$ cat src/rtl/sobel_pkg.sv
// Shared constants for the 3x3 Sobel edge filter: pipeline depth and
// growth of the kernel arithmetic relative to the pixel width.
package sobel_pkg;
  localparam int LATENCY   = 3;
  // 1-2-1 weighted sum grows by x4; the signed gradient adds sign and headroom
  localparam int SUM_GROW  = 2;
  localparam int GRAD_GROW = 4;
endpackage

$ cat src/rtl/sobel_kernel.sv
// Sobel arithmetic: registers Gx/Gy from the nine window pixels, then
// forms the saturated |Gx| + |Gy| magnitude combinationally from those registers.
module sobel_kernel
  import sobel_pkg::*;
#(
  parameter int DATA_WIDTH = 10
) (
  input  logic                  clk,
  input  logic [DATA_WIDTH-1:0] p00_i,
  input  logic [DATA_WIDTH-1:0] p01_i,
  input  logic [DATA_WIDTH-1:0] p02_i,
  input  logic [DATA_WIDTH-1:0] p10_i,
  input  logic [DATA_WIDTH-1:0] p11_i,
  input  logic [DATA_WIDTH-1:0] p12_i,
  input  logic [DATA_WIDTH-1:0] p20_i,
  input  logic [DATA_WIDTH-1:0] p21_i,
  input  logic [DATA_WIDTH-1:0] p22_i,
  output logic [DATA_WIDTH-1:0] mag_o
);
  localparam int SW = DATA_WIDTH + SUM_GROW;
  localparam int GW = DATA_WIDTH + GRAD_GROW;

  function automatic logic [SW-1:0] wsum(input logic [DATA_WIDTH-1:0] a,
                                         input logic [DATA_WIDTH-1:0] b,
                                         input logic [DATA_WIDTH-1:0] c);
    return SW'(a) + SW'({b, 1'b0}) + SW'(c);
  endfunction

  logic signed [GW-1:0] gx_d, gy_d, gx_q, gy_q;
  logic        [GW-1:0] ax_s, ay_s;
  logic        [GW:0]   sum_s;

  // Gradient differences for the S2 registers
  always_comb begin
    gx_d = signed'(GW'(wsum(p02_i, p12_i, p22_i))) - signed'(GW'(wsum(p00_i, p10_i, p20_i)));
    gy_d = signed'(GW'(wsum(p20_i, p21_i, p22_i))) - signed'(GW'(wsum(p00_i, p01_i, p02_i)));
  end

  // S2 gradient registers; data path only, qualified by the caller's valid
  always_ff @(posedge clk) begin
    gx_q <= gx_d;
    gy_q <= gy_d;
  end

  // Absolute values, sum and clip to the pixel range
  always_comb begin
    ax_s  = gx_q[GW-1] ? GW'(-gx_q) : GW'(gx_q);
    ay_s  = gy_q[GW-1] ? GW'(-gy_q) : GW'(gy_q);
    sum_s = {1'b0, ax_s} + {1'b0, ay_s};
    if (sum_s[GW:DATA_WIDTH] != '0) begin
      mag_o = {DATA_WIDTH{1'b1}};
    end else begin
      mag_o = sum_s[DATA_WIDTH-1:0];
    end
  end
endmodule

$ cat src/rtl/sobel_3x3.sv
// 3x3 Sobel edge-magnitude filter on a three-row column stream: column
// window, per-line column counter, sync delay and border blanking.
module sobel_3x3
  import sobel_pkg::*;
#(
  parameter int DATA_WIDTH      = 10,
  parameter int MAX_DATA_LENGTH = 1024
) (
  input  logic                  clk,
  input  logic                  rst_n,
  input  logic                  vsync_i,
  input  logic                  de_i,
  input  logic [DATA_WIDTH-1:0] data0_i,
  input  logic [DATA_WIDTH-1:0] data1_i,
  input  logic [DATA_WIDTH-1:0] data2_i,
  output logic                  vsync_o,
  output logic                  de_o,
  output logic [DATA_WIDTH-1:0] data_o
);
  localparam int CW = $clog2(MAX_DATA_LENGTH);

  logic [2:0][2:0][DATA_WIDTH-1:0] win_d, win_q;
  logic [CW-1:0]                   col_d, col_q, col_eff_s;
  logic                            border_d;
  logic [LATENCY-2:0]              border_q;
  logic [LATENCY-1:0]              de_q, vs_q;
  logic [DATA_WIDTH-1:0]           data_d, data_q, mag_s;

  // Window shift and column count; vsync clears col before this pixel is counted
  always_comb begin
    win_d     = win_q;
    col_eff_s = vsync_i ? '0 : col_q;
    col_d     = '0;
    border_d  = 1'b0;
    if (de_i) begin
      for (int r = 0; r < 3; r++) begin
        win_d[r][0] = win_q[r][1];
        win_d[r][1] = win_q[r][2];
      end
      win_d[0][2] = data0_i;
      win_d[1][2] = data1_i;
      win_d[2][2] = data2_i;
      border_d    = (col_eff_s < CW'(2'd2));
      col_d       = (col_eff_s == {CW{1'b1}}) ? col_eff_s : col_eff_s + CW'(1'b1);
    end else begin
      col_d = '0;
    end
  end

  // Columns 0 and 1 lack a full left neighbourhood and are blanked
  always_comb begin
    if (de_q[LATENCY-2] && !border_q[LATENCY-2]) begin
      data_d = mag_s;
    end else begin
      data_d = '0;
    end
  end

  // S1 window/flags, sync delay line and S3 output register
  always_ff @(posedge clk or negedge rst_n) begin
    if (!rst_n) begin
      win_q    <= '0;
      col_q    <= '0;
      border_q <= '0;
      de_q     <= '0;
      vs_q     <= '0;
      data_q   <= '0;
    end else begin
      win_q    <= win_d;
      col_q    <= col_d;
      border_q <= {border_q[LATENCY-3:0], border_d};
      de_q     <= {de_q[LATENCY-2:0], de_i};
      vs_q     <= {vs_q[LATENCY-2:0], vsync_i};
      data_q   <= data_d;
    end
  end

  sobel_kernel #(.DATA_WIDTH(DATA_WIDTH)) u_kernel (
    .clk   (clk),
    .p00_i (win_q[0][0]),
    .p01_i (win_q[0][1]),
    .p02_i (win_q[0][2]),
    .p10_i (win_q[1][0]),
    .p11_i (win_q[1][1]),
    .p12_i (win_q[1][2]),
    .p20_i (win_q[2][0]),
    .p21_i (win_q[2][1]),
    .p22_i (win_q[2][2]),
    .mag_o (mag_s)
  );

  assign de_o    = de_q[LATENCY-1];
  assign vsync_o = vs_q[LATENCY-1];
  assign data_o  = data_q;
endmodule
$ cat config.mk
export PLATFORM = sky130hd
export DESIGN_NAME = sobel_3x3
export DESIGN_NICKNAME = d
export VERILOG_FILES = /design/src/rtl/sobel_pkg.sv /design/src/rtl/sobel_kernel.sv /design/src/rtl/sobel_3x3.sv
export SDC_FILE = /design/constraint.sdc
export NUM_CORES = 1
export LEC_CHECK = 0
export CAP_MARGIN = 20
export CORE_MARGIN = 2
export CORE_UTILIZATION = 40
export CTS_CLUSTER_DIAMETER = 120
export DETAILED_ROUTE_END_ITERATION = 8
export SYNTH_ARGS = -nofsm -noshare
export SYNTH_HDL_FRONTEND = slang
export SYNTH_SLANG_ARGS = --single-unit
$ cat constraint.sdc
create_clock -name clk -period 4.02 [get_ports clk]
set_clock_uncertainty 0.05 [all_clocks]
set_input_delay 0.402 -clock clk [delete_from_list [all_inputs] [get_ports clk]]
set_output_delay 0.402 -clock clk [all_outputs]
set_load 0.01 [all_outputs]
# == Word level (Yosys, flattened, before mapping) ==
# Cells that the tools add are included.
# totals
register_bits,146
inputBits,34
out_inout_bits,12
elab_cells,43
# op_classes
add_sub_neg,14
magnitude_cmp,1
eq_ne,1
muxes,8
n_reduce_logical,3
# op_table
cell,n
2-to-1 mux 10 bit,5
adder 10 x 11 -> 12 bit,4
adder 12 x 10 -> 12 bit,4
2-to-1 mux 14 bit,2
negation 14 bit,2
subtractor 12 x 12 -> 13 bit,2
adder 14 x 14 -> 15 bit,1
adder 10 x 1 -> 10 bit (second input constant),1
equality test 10 bit (second input constant),1
< comparator 10 x 2 -> 1 bit (second input constant),1
nonzero test 5 bit,1
logical AND 1 bit,1
logical NOT 1 bit,1
2-to-1 mux 1 bit,1

# == Longest topological paths before layout ==
# depth
ltp_word,6
depth_mapped,15

# == Hierarchy ==
# A second synthesis with hierarchy kept.
# unflattened
hier_cells,845
hier_area_um2,9308.9
# by_module_without_submodules
module,instances,cells_per_inst,area_each_um2,seq_area_each_um2
sobel_kernel,1,557,4798.4,520.5
sobel_3x3,1,288,4510.6,2952.8

# == Worst setup path before layout ==
# OpenSTA, ideal clock, no wires.
# synth_timing
kind,register to register
startpoint,reg win_q[83] (netlist name)
endpoint,reg u_kernel.gx_q[11]
setup_ps,106
t_arrival_ps,3411
t_required_ps,3864
slack_ps,453
stages_incl_launch_ff,15
n_path_buf,0
cell_sequence,dfrtp_1 inv_1 fa_1 inv_1 fa_1 inv_1 fa_1 inv_1 ha_1 nor2b_1 o21ai_0 a21boi_0 o21ai_0 a21oi_1 o311ai_0
# synth_between
elab_chain_cells,2
# synth_rtl
element,line_no,rtl
start: declaration,sobel_3x3.sv:22,"logic [2:0][2:0][DATA_WIDTH-1:0] win_d, win_q;"
start signal: assignment,sobel_3x3.sv:69,win_q <= win_d;
adder 12 x 10 -> 12 bit,sobel_kernel.sv:26,"return SW'(a) + SW'({b, 1'b0}) + SW'(c);"
subtractor 12 x 12 -> 13 bit,sobel_kernel.sv:35,"gx_d = signed'(GW'(wsum(p02_i, p12_i, p22_i))) - signed'(GW'(wsum(p00_i, p10_i, p20_i)));"
named net u_kernel.gx_d[11],sobel_kernel.sv:29,"logic signed [GW-1:0] gx_d, gy_d, gx_q, gy_q;"
end signal: assignment,sobel_kernel.sv:41,gx_q <= gx_d;
end: declaration,sobel_kernel.sv:29,
# The timed path passes the listed nets, and every way through them passes these cells.
# A chain may end at the register's enable or synchronous reset.

# == Final worst setup path ==
# layout_timing
startpoint,reg win_q[82] (netlist name)
endpoint,reg u_kernel.gx_q[12]
# Same word-level chain as after synthesis.

==> results.cfg <==
[synth]
ys_seq_elements = 144
yosysTopAreaCellShare = 0.3236
synthTopCellsByCount = inv_1, dfrtp_1, nand2_1, o21ai_0, fa_1
synth.most_common_cell = inv_1
yosys-top-cells-area = dfrtp_1, fa_1, inv_1
syn_area_sq_um = 9126
avgSynthCellArea_sq_um = 9.888
yosysTopAreaCell = dfrtp_1
synth_cells = 923
seq_area_frac_synth = 0.3806
async_flop_share = 0.8194
synthFlopType = dfrtp_1
synth_edf_count = 0
yosysWarnings = 0
ys_types = 58

[clock_tree]
clk-insertion-delay-late_ns = 0.43
cts_inserted_buffers = 17
cts_root_buf = clkbuf_16
tritoncts = yes
holdBufCountCts = 0
cts_resized = 0
h-tree-depth = 4
postCtsSetupBuffers = 0
clockBufferDepth = 2
clkSinkCount = 144
clk_pin_slew_worst_paths_ns = 0.07

[global_route]
first_global_vias = 6088
antenna_found_initial = 0
grt_usage = 0.1520
grt_pass1_wl_mm = 29.37
grt_max_degree = 79
grt_remaining_overflow = 0

[sta]
drv_slew = 0
hold_viol = 0
rsz0062_at_grt = no
max_slew_margin = 0.3591
min_period_ns = 3.813
finalSetupViolCount = 0
tns_ns = 0
period_share = 0.9484
tightest_slew_ns = 0.9614
max_freq_ghz = 0.2623

[floorplan]
chipWidth_um = 155.1
io_pins = 46
start_util = 0.4056
fp-row-count = 55
core_area_sq_um = 22500
dieArea_sq_um = 24040
die_h_um = 155.1

[placement]
hpwl_mm = 12.75
numPortBuffers = 45
place.gp.congestion = 0.7925

[route]
finalWirelength_mm = 17.02
avgViaCountPerCell = 4.790
vias = 6069
wire_per_inst_um = 13.44
first_pass_iters = 5
drtIter0Drc = 292
detail-route-antenna-nets = 0
drc = 0

[final_layout]
drive_gt1_frac = 0.08045
diodes = 0
area_delta_synth_final_pct = 14.94
fill_cells = 2114
nets = 1127

[critical_path]
cp-end-kind = flop
worstPathMaxFanout = 3
critPathLaunchType = flop
crit_slowest_cell = fa_1
crit_required_ns = 4.32
critPathMaxStageDelay_ns = 0.60
crit_chain = inv_1 -> fa_1 -> inv_1 -> fa_1 -> inv_1 -> fa_1 -> inv_1 -> ha_1 -> a21o_1 -> a21o_1 -> a21oi_1 -> o21ai_0 -> a21oi_1 -> o2bb2ai_1
worst-setup-path-type = flop to flop
cpMostUsedCell = inv_1
arrival_ns = 4.11
path_buf_inv = 4
crit_family = adder cells

[run]
cap_violations = 0

[min_path]
hold_class = primary input to asynchronous set/reset pin

[status]
status = complete, no violations
worst paths after layout:
path | startpoint | endpoint | slack, ns | depth (start not counted)
min reg2reg | vs_q[1] | vs_q[2] | 0.30 | 0
min | rst_n | data_o[1] | 0.04 | 1
max in group asynchronous | rst_n | win_q[68] | 2.90 | 2
max | win_q[82] | u_kernel.gx_q[12] | 0.21 | 14
max reg2reg | win_q[82] | u_kernel.gx_q[12] | 0.21 | 14
min in group clk | vs_q[1] | vs_q[2] | 0.30 | 0
registers in the layout (all words and copies together) (netlist names):
register	count
win_q	90
data_o	10
border_q	2
col_q	10
u_kernel.gy_q	13
de_q	3
vs_q	3
u_kernel.gx_q	13
area by class of cell:
| cell class | instances | area [sq um] | share of cell area |
|---|---|---|---|
| multi-input cells | 576 | 4900 | 0.4671 |
| flip-flops and latches | 144 | 3473 | 0.3311 |
| inverters | 180 | 675.6 | 0.06441 |
| repair buffers | 50 | 495.5 | 0.04723 |
| clock buffers | 17 | 425.4 | 0.04055 |
| well taps | 285 | 356.6 | 0.03399 |
| clock inverters | 15 | 163.9 | 0.01562 |
worst reg2reg max path, cell delays in order, from the launching register on:
cell and delay, ns:
dfrtp_1 0.36, inv_1 0.09, fa_1 0.54, inv_1 0.05, fa_1 0.47, inv_1 0.05
fa_1 0.60, inv_1 0.06, ha_1 0.28, a21o_1 0.17, a21o_1 0.19, a21oi_1 0.21
o21ai_0 0.23, a21oi_1 0.25, o2bb2ai_1 0.15
cells by family (layout without fill, tap and decap cells):
family,after synthesis,after routing,synth area share
adders and majority gates,124,124,0.2350
muxes,29,29,0.03551
and+or+nand+nor,207,207,0.1089
buffers and inverters,204,262,0.08391
AOI/OAI and AO/OA,171,171,0.1145
xor gates and xnor gates,43,43,0.04127
other,1,2,0.0004109
DFF,144,144,0.3806
layout by cell type, fill, tap and decap left out, types with 9 or more instances in the layout:
cell,count
inv_1,180
dfrtp_1,118
nand2_1,91
o21ai_0,86
fa_1,79
ha_1,45
clkdlybuf4s50_1,43
xnor2_1,38
nor2_1,31
mux2_2,27
dfxtp_1,26
a21oi_1,19
clkbuf_16,17
nor3_1,15
nor2b_1,15
a31oi_1,15
nand3_1,11
nand2b_1,10
o31ai_1,9
per-stage QoR:
stage	util	instances	area (sq um)	setup slack, ns	hold slack (ns)
floorplan	-	924	9130	0.4526	0.05641
global placement	0.4396	1235	9892	0.1972	0.2818
detailed placement	0.4396	1235	9892	0.1643	0.2862
CTS	0.4658	1267	10480	0.1211	0.1007
global route	0.4662	1267	10490	0.002318	0.1335
finish	0.4662	1267	10490	0.2073	0.04313
layer usage:
metal | global-route usage | part of all wire
met1 | 0.2047 | 0.47
met4 | 0.04894 | 0.011
met2 | 0.2523 | 0.50
met3 | 0.02479 | 0.025
met5 | 0 | 0
Power is left out: the tool's default activity adds up to more than one toggle a clock period on the data nets, which glitch-free logic cannot reach.
